`src/rtl/mem_port_arbiter.sv`:
```
// mem_port_arbiter: one-at-a-time arbiter sharing a single-port memory between fetch (if_*) and load/store (d_*) requesters, driving mem_* and returning rvalid/rdata, busy outside IDLE
module mem_port_arbiter #(
    parameter int ADDR_W   = 16,
    parameter int DATA_W   = 16,
    parameter int MEM_LAT  = 1,
    parameter int MAX_SKIP = 3
) (
    input  logic              clk,
    input  logic              reset,
    input  logic              if_req,
    input  logic [ADDR_W-1:0] if_addr,
    output logic              if_gnt,
    output logic              if_rvalid,
    output logic [DATA_W-1:0] if_rdata,
    input  logic              d_req,
    input  logic              d_we,
    input  logic [ADDR_W-1:0] d_addr,
    input  logic [DATA_W-1:0] d_wdata,
    output logic              d_gnt,
    output logic              d_rvalid,
    output logic [DATA_W-1:0] d_rdata,
    output logic              mem_en,
    output logic              mem_we,
    output logic [ADDR_W-1:0] mem_addr,
    output logic [DATA_W-1:0] mem_wdata,
    input  logic [DATA_W-1:0] mem_rdata,
    output logic              busy
);
    typedef enum logic [1:0] {IDLE, ACCESS, WAIT, RESP} state_t;
    localparam logic [2:0] LAT_M1   = 3'(MEM_LAT - 1);
    localparam logic [3:0] SKIP_MAX = 4'(MAX_SKIP);
    state_t state_q, state_d;
    logic [3:0] skip_cnt_q, skip_cnt_d;
    logic [2:0] cnt_q, cnt_d;
    logic owner_q, owner_d;
    logic we_q, we_d;
    logic [ADDR_W-1:0] addr_q, addr_d;
    logic [DATA_W-1:0] wdata_q, wdata_d;
    logic d_win, i_win;
    always_ff @(posedge clk) begin
        if (reset) begin
            state_q    <= IDLE;
            skip_cnt_q <= '0;
            cnt_q      <= '0;
            owner_q    <= 1'b0;
            we_q       <= 1'b0;
            addr_q     <= '0;
            wdata_q    <= '0;
        end else begin
            state_q    <= state_d;
            skip_cnt_q <= skip_cnt_d;
            cnt_q      <= cnt_d;
            owner_q    <= owner_d;
            we_q       <= we_d;
            addr_q     <= addr_d;
            wdata_q    <= wdata_d;
        end
    end
    always_comb begin
        d_win      = d_req && (!if_req || skip_cnt_q != SKIP_MAX);
        i_win      = if_req && !d_win;
        state_d    = state_q;
        skip_cnt_d = skip_cnt_q;
        cnt_d      = cnt_q;
        owner_d    = owner_q;
        we_d       = we_q;
        addr_d     = addr_q;
        wdata_d    = wdata_q;
        case (state_q)
            IDLE: if (d_win || i_win) begin
                state_d    = ACCESS;
                owner_d    = d_win;
                addr_d     = d_win ? d_addr : if_addr;
                we_d       = d_win && d_we;
                wdata_d    = d_win ? d_wdata : '0;
                skip_cnt_d = (d_win && if_req) ? ((skip_cnt_q == SKIP_MAX) ? skip_cnt_q : skip_cnt_q + 4'd1) : 4'd0;
            end
            ACCESS: begin
                state_d = (MEM_LAT > 1) ? WAIT : RESP;
                cnt_d   = LAT_M1;
            end
            WAIT: begin
                state_d = (cnt_q == 3'd1) ? RESP : WAIT;
                cnt_d   = cnt_q - 3'd1;
            end
            RESP: state_d = IDLE;
            default: state_d = IDLE;
        endcase
    end
    always_comb begin
        if_gnt    = (state_q == IDLE) && i_win;
        d_gnt     = (state_q == IDLE) && d_win;
        mem_en    = state_q == ACCESS;
        mem_we    = mem_en && we_q;
        mem_addr  = mem_en ? addr_q : '0;
        mem_wdata = mem_en ? wdata_q : '0;
        if_rvalid = (state_q == RESP) && !owner_q;
        d_rvalid  = (state_q == RESP) && owner_q;
        if_rdata  = if_rvalid ? mem_rdata : '0;
        d_rdata   = (d_rvalid && !we_q) ? mem_rdata : '0;
        busy      = state_q != IDLE;
    end
endmodule
```
`config.mk`:
```
export PLATFORM = sky130hd
export DESIGN_NAME = mem_port_arbiter
export DESIGN_NICKNAME = d
export VERILOG_FILES = /design/src/rtl/mem_port_arbiter.sv
export SDC_FILE = /design/constraint.sdc
export NUM_CORES = 1
export LEC_CHECK = 0
export ABC_AREA = 1
export CAP_MARGIN = 20
export CORE_MARGIN = 2
export CORE_UTILIZATION = 35
export DETAILED_ROUTE_END_ITERATION = 10
export GPL_TIMING_DRIVEN = 0
export PLACE_DENSITY = 0.76
export SETUP_SLACK_MARGIN = 0.15
export SLEW_MARGIN = 20
export SYNTH_ARGS = -nofsm -noshare
export SYNTH_HDL_FRONTEND = slang
export SYNTH_SLANG_ARGS = --single-unit
```
`constraint.sdc`:
```
create_clock -name clk -period 1.4 [get_ports clk]
set_input_delay 0.14 -clock clk [delete_from_list [all_inputs] [get_ports clk]]
set_output_delay 0.14 -clock clk [all_outputs]
set_load 0.02 [all_outputs]
```
======== After elaboration in Yosys (flattened, before gate mapping) ========
Cells that the tools add are included.
word-level totals
  flip-flop bits (word level) ............. 43
  output and inout bits ................... 71
cells by class
  eq/ne operators ......................... 8
  reduce and logical (&&, ||, !) cells .... 21
  mux-type cells .......................... 12
  add/subtract/negate cells ............... 2
operators by type and width
  cell                                                 count
  2-to-1 mux 16 bit                                    6
  logical AND 1 bit                                    10
  2-to-1 mux 4 bit                                     2
  one-hot mux 2 bit (4 select lines)                   1
  one-hot mux 3 bit (2 select lines)                   1
  adder 4 x 1 -> 4 bit, second input constant          1
  equality test 2 bit, second input constant           2
  equality test 4 x 2 -> 1 bit, second input constant  1
  zero test 1 bit                                      4
  != test 2 bit, second input constant                 2
  != test 4 x 2 -> 1 bit, second input constant        1
  nonzero test 2 bit                                   2
  equality test 3 x 1 -> 1 bit, second input constant  1
  AND reduction 3 bit                                  1
  subtractor 3 x 1 -> 3 bit, second input constant     1
  equality test 2 x 1 -> 1 bit, second input constant  1
  zero test 2 bit                                      1
  logical OR 1 bit                                     2
  2-to-1 mux 2 bit                                     1
  AND reduction 2 bit                                  1
  2-to-1 mux 1 bit                                     1

======== Depth between registers and ports, before layout ========
  depth after elaboration ................. 8
  gate-level depth with buffers ........... 10
  mapped depth without buffers ............ 9

======== Worst setup path after synthesis ========
OpenSTA, ideal clock, no wires.
  path kind ............................... register to output
  from .................................... reg state_q[0]
  to ...................................... out if_rdata[10]
  required time ........................... 1.260 ns
  slack ................................... -0.326 ns
  buffers on the path ..................... 1
  cell stages (with the launch flop) ...... 7
  data arrival time ....................... 1.586 ns
  path through ............................ dfxtp_1 > ha_1 > inv_1 > nor2_1 > inv_1 > clkbuf_1 > nor2_1
between the ends
  longest elaborated chain between the ends .. 3
RTL lines
  what                    RTL line  text
  from (decl)             32        state_t state_q, state_d;
  from (signal assigned)  50        state_q <= state_d;
  equality test 2 bit     97        if_rvalid = (state_q == RESP) && !owner_q;
  logical AND 1 bit       97
  named net if_rvalid     13        output logic if_rvalid,
  2-to-1 mux 16 bit       99        if_rdata = if_rvalid ? mem_rdata : '0;
  to (decl)               14        output logic [DATA_W-1:0] if_rdata,
The timed path passes the listed nets, and every way through them passes these cells.

======== Worst setup path after layout ========
  from .................................... reg state_q[0]
  to ...................................... out d_rdata[3]
between the ends
  longest elaborated chain between the ends .. 4
RTL lines
  what                 RTL line  text
  equality test 2 bit  98        d_rvalid = (state_q == RESP) && owner_q;
  logical AND 1 bit    98
  logical AND 1 bit    100       d_rdata = (d_rvalid && !we_q) ? mem_rdata : '0;
  2-to-1 mux 16 bit    100
  to (decl)            21        output logic [DATA_W-1:0] d_rdata,
Every way passes these cells.

==> metrics list <==
- Outcome: complete, but fails checks
- The final reports fail on setup timing.
* First-pass iteration count of the detailed router: 5
* Multi-input combinational cell area: 0.00180 mm2
- The via count of the first global-routing pass came to 3248.
- Cts-stage hold buffer count: 0
- Number of buffers added by the clock tree synthesis step: 5
- Using the TritonRoute via totals, the vias-per-cell ratio works out to 5.02.
* Endpoint of the worst-slack reg-to-reg timing path: addr_q[6]
- Area of the core: 0.00718 mm2
- Clock Root Buffer: clkbuf_8
* Signal arrival time at the worst endpoint: 1660 ps
- Register cell area after layout: 873 um2
- Number of distinct library cell variants in the gate-level netlist after synthesis: 22
- The signal on the critical path passes through ha_4, nand2_2, or2_4, clkbuf_16, buf_16, nor2_4, buf_6.
* Die Y-Extent: 89.5 um
- Synthesized instance count: 421
- Buffers placed on the I/O ports in this run total 138.
- Flip-flop and latch count after synthesis: 43
* Highest ir drop seen on vdd: 0.680 mV
- Number of pins with negative max-slew slack in the final report: 0
- Routed wire length per instance: 16.9 um
- Max-cap viol count: 0
- The clock passes through at most 2 buffers.
- Along the worst path, the maximum fanout reaches 8.
* Peak per-stage delay on the critical path: 380 ps
- The critical path starts at state_q[0].
- Wire length reported by the detailed router: 12100 um
* Worst slack at placement: -865 ps
- The HPWL after detailed placement is 6460 um.
* Count of endpoints failing setup in the final report: 95
* Hold worst-path end: addr_q[4]
* Horiz. Die Dim: 89.5 um
- Number of violations reported at the end of detailed-routing iteration 0: 251
- Post-layout min period: 1800 ps
- Number of hold-slack violations in the final timing report: 0
- Die ar.: 0.00801 mm2
* Share of the clock period used by the worst path after layout: 1.29
- Worst slew slack as a fraction of its limit: 0.607
* Data required time at the worst endpoint: 1260 ps
* Worst Reg-to-Reg Cells: 10
- Launching point of the worst reg2reg path: state_q[1]
- Worst hold path cell count: 4
- Fill cell instance count of the final layout: 401
- Congestion Overflow GR: 0
- I/O pin count: 140
- Maximum clock frequency: 556 MHz
- Global-route wire length before repair: 15100 um
- At the end of routability-driven placement, the weighted congestion stood at 0.817.
- Dividing total power by cell area gives a power density of 1360 mW/mm2.
- Crit-path slowest cell: dfxtp_4
* Final net count: 692
- Deepest level of the CTS H-tree: 2
- The floorplan has 31 rows.
- Critical Path Source Type: flip-flop
* Synthesized net count: 497
* Worst-path clk slew: 90 ps
- Critical path type: flip-flop to primary output
- For the pin with the worst max-slew slack, the measured transition is 589 ps.
* Largest net degree at the start of global routing: 15
- Initial cell density of the core: 0.356
* Total track usage: 0.243
* Reg2Reg Setup Slack: -160 ps
- Across all setup checks in the final design, the least slack found is -400 ps.
- Once detail routing completed, the nets flagged for antenna violations numbered 0.
- Number of synthesis warnings: 0
- Layout overhead on the synthesized area: 120%
* Antenna fix cells: 0
* Total Negative Setup Slacks: -23760 ps
* Ratio of cells with drive above 1 in the final layout: 0.470
* Initial antenna violation count: 0
- For this design the static power due to leakage is 0.00273 uW.
- The share of the Yosys chip area taken by registers is 0.337.
- The tree built by TritonCTS fans out to 43 sinks.
- Total DRC errors in the routed layout: 0
- TritonCTS clock tree: done
* Setup Skew: 14.5 ps
- A synthesized cell averages 6.07 um2.
* Hold crit path type: primary input to flip-flop
- Clock insertion delay at the later pin of the skew report: 310 ps
* Total vias in the final route: 3596
- The cell area that synthesis handed to floorplanning was 0.00256 mm2.
- Unrepaired setup endpoints after global routing: yes
- Critical path endpoint category: primary output
- In this run the most critical hold path is launched from reset.
-- metal layers --
metal	vias up	global-route usage	part of all wire
li1	1668	-	-
met1	1687	0.283	0.37
met2	200	0.450	0.53
met3	41	0.0508	0.071
met4	0	0.0611	0.035
met5	-	0	0
-- registers in the layout, summed over array words and instances (netlist names) --
signal	count
addr_q	16
owner_q	1
state_q	2
we_q	1
cnt_q	3
wdata_q	16
skip_cnt_q	4
-- power breakdown --
| part | internal [uW] | switching [uW] |
|---|---|---|
| Combinational | 2410 | 2420 |
| Sequential | 1550 | 251 |
| Clock | 532 | 473 |
| Total | 4500 | 3150 |
-- synth_stat cells --
| master | n | area [um2] |
|---|---|---|
| a211oi_1 | 1 | 7.51 |
| a21oi_1 | 22 | 110 |
| a2bb2oi_1 | 1 | 8.76 |
| buf_2 | 13 | 65.1 |
| buf_6 | 3 | 33.8 |
| clkbuf_1 | 10 | 37.5 |
| dfxtp_1 | 43 | 861 |
| ha_1 | 7 | 87.6 |
| inv_1 | 81 | 304 |
| inv_2 | 2 | 7.51 |
| nand2_1 | 94 | 353 |
| nand2_2 | 2 | 12.5 |
| nand2_4 | 2 | 22.5 |
| nand3_1 | 38 | 190 |
| nand4_1 | 16 | 100 |
| nor2_1 | 74 | 278 |
| nor2_2 | 1 | 6.26 |
| o21ai_0 | 5 | 25.0 |
| o21ai_1 | 2 | 10.0 |
| o21ai_4 | 1 | 16.3 |
| or2_2 | 2 | 12.5 |
| xor2_1 | 1 | 8.76 |
-- cell type report --
type	count	area share
clock buffers	5	0.0122
repair buffers	189	0.360
well taps	99	0.0220
plain buffers	25	0.0651
flip-flops and latches	43	0.155
clock inverters	3	0.00777
multi-input cells	269	0.319
inverters	83	0.0588
-- stage by stage --
step | util | area, um2 | cells | hold WS, ps | power, uW
detailed placement | 0.607 | 4360 | 658 | 456 | 4680
global route | 0.785 | 5630 | 716 | 353 | 7970
global placement | 0.607 | 4360 | 658 | 452 | 4610
finish | 0.785 | 5630 | 716 | 342 | 7640
CTS | 0.709 | 5090 | 695 | 274 | 6510
floorplan | - | 2850 | 421 | 304 | 3650
-- worst max-delay path: cells and delay by family (launching register included) --
kind	cells	cell delay (ps)
adder cells (fa/ha/maj)	1	150
buffers and inverters	3	440
flip-flops	1	380
AND/OR/NAND/NOR	3	390
-- logic make-up (layout without fill, tap and decap cells) --
kind of cell	after synthesis	after routing	synth area share
compound gates	32	32	0.0695
xor+xnor	1	1	0.00343
fa+ha+maj	7	7	0.0342
buf+inv	109	305	0.175
flops	43	43	0.337
simple gates	229	229	0.381
-- cells in the final DEF (no fill, tap or decap), types with 16 or more instances in the layout --
cell type,Yosys,final
a21oi_1,22,16
buf_4,0,29
buf_6,3,86
clkdlybuf4s50_1,0,66
dfxtp_1,43,39
inv_1,81,59
inv_2,2,19
nand2_1,94,64
nand2_2,2,30
nand3_2,0,21
nand4_1,16,16
nor2_1,74,38
nor2_4,0,29
-- worst max path at each step --
| stage | end | slack (ps) | cells after the start |
|---|---|---|---|
| after floorplan | d_rdata[11] | 50 | 6 |
| after CTS | d_rdata[11] | -360 | 7 |
| after detailed placement | if_gnt | -860 | 9 |
| after global routing | d_rdata[3] | -440 | 7 |
| final | d_rdata[3] | -400 | 7 |
| after global placement | if_gnt | -850 | 9 |
-- repair_timing --
item / in CTS / in global routing
pin swaps: 4 / 14
gates cloned: 8 / 2
buffers inserted: 22 / 19
setup endpoints to repair: 110 / 112
resized for setup: 488 / 113
No activity file was read; power rests on OpenSTA's default activity.
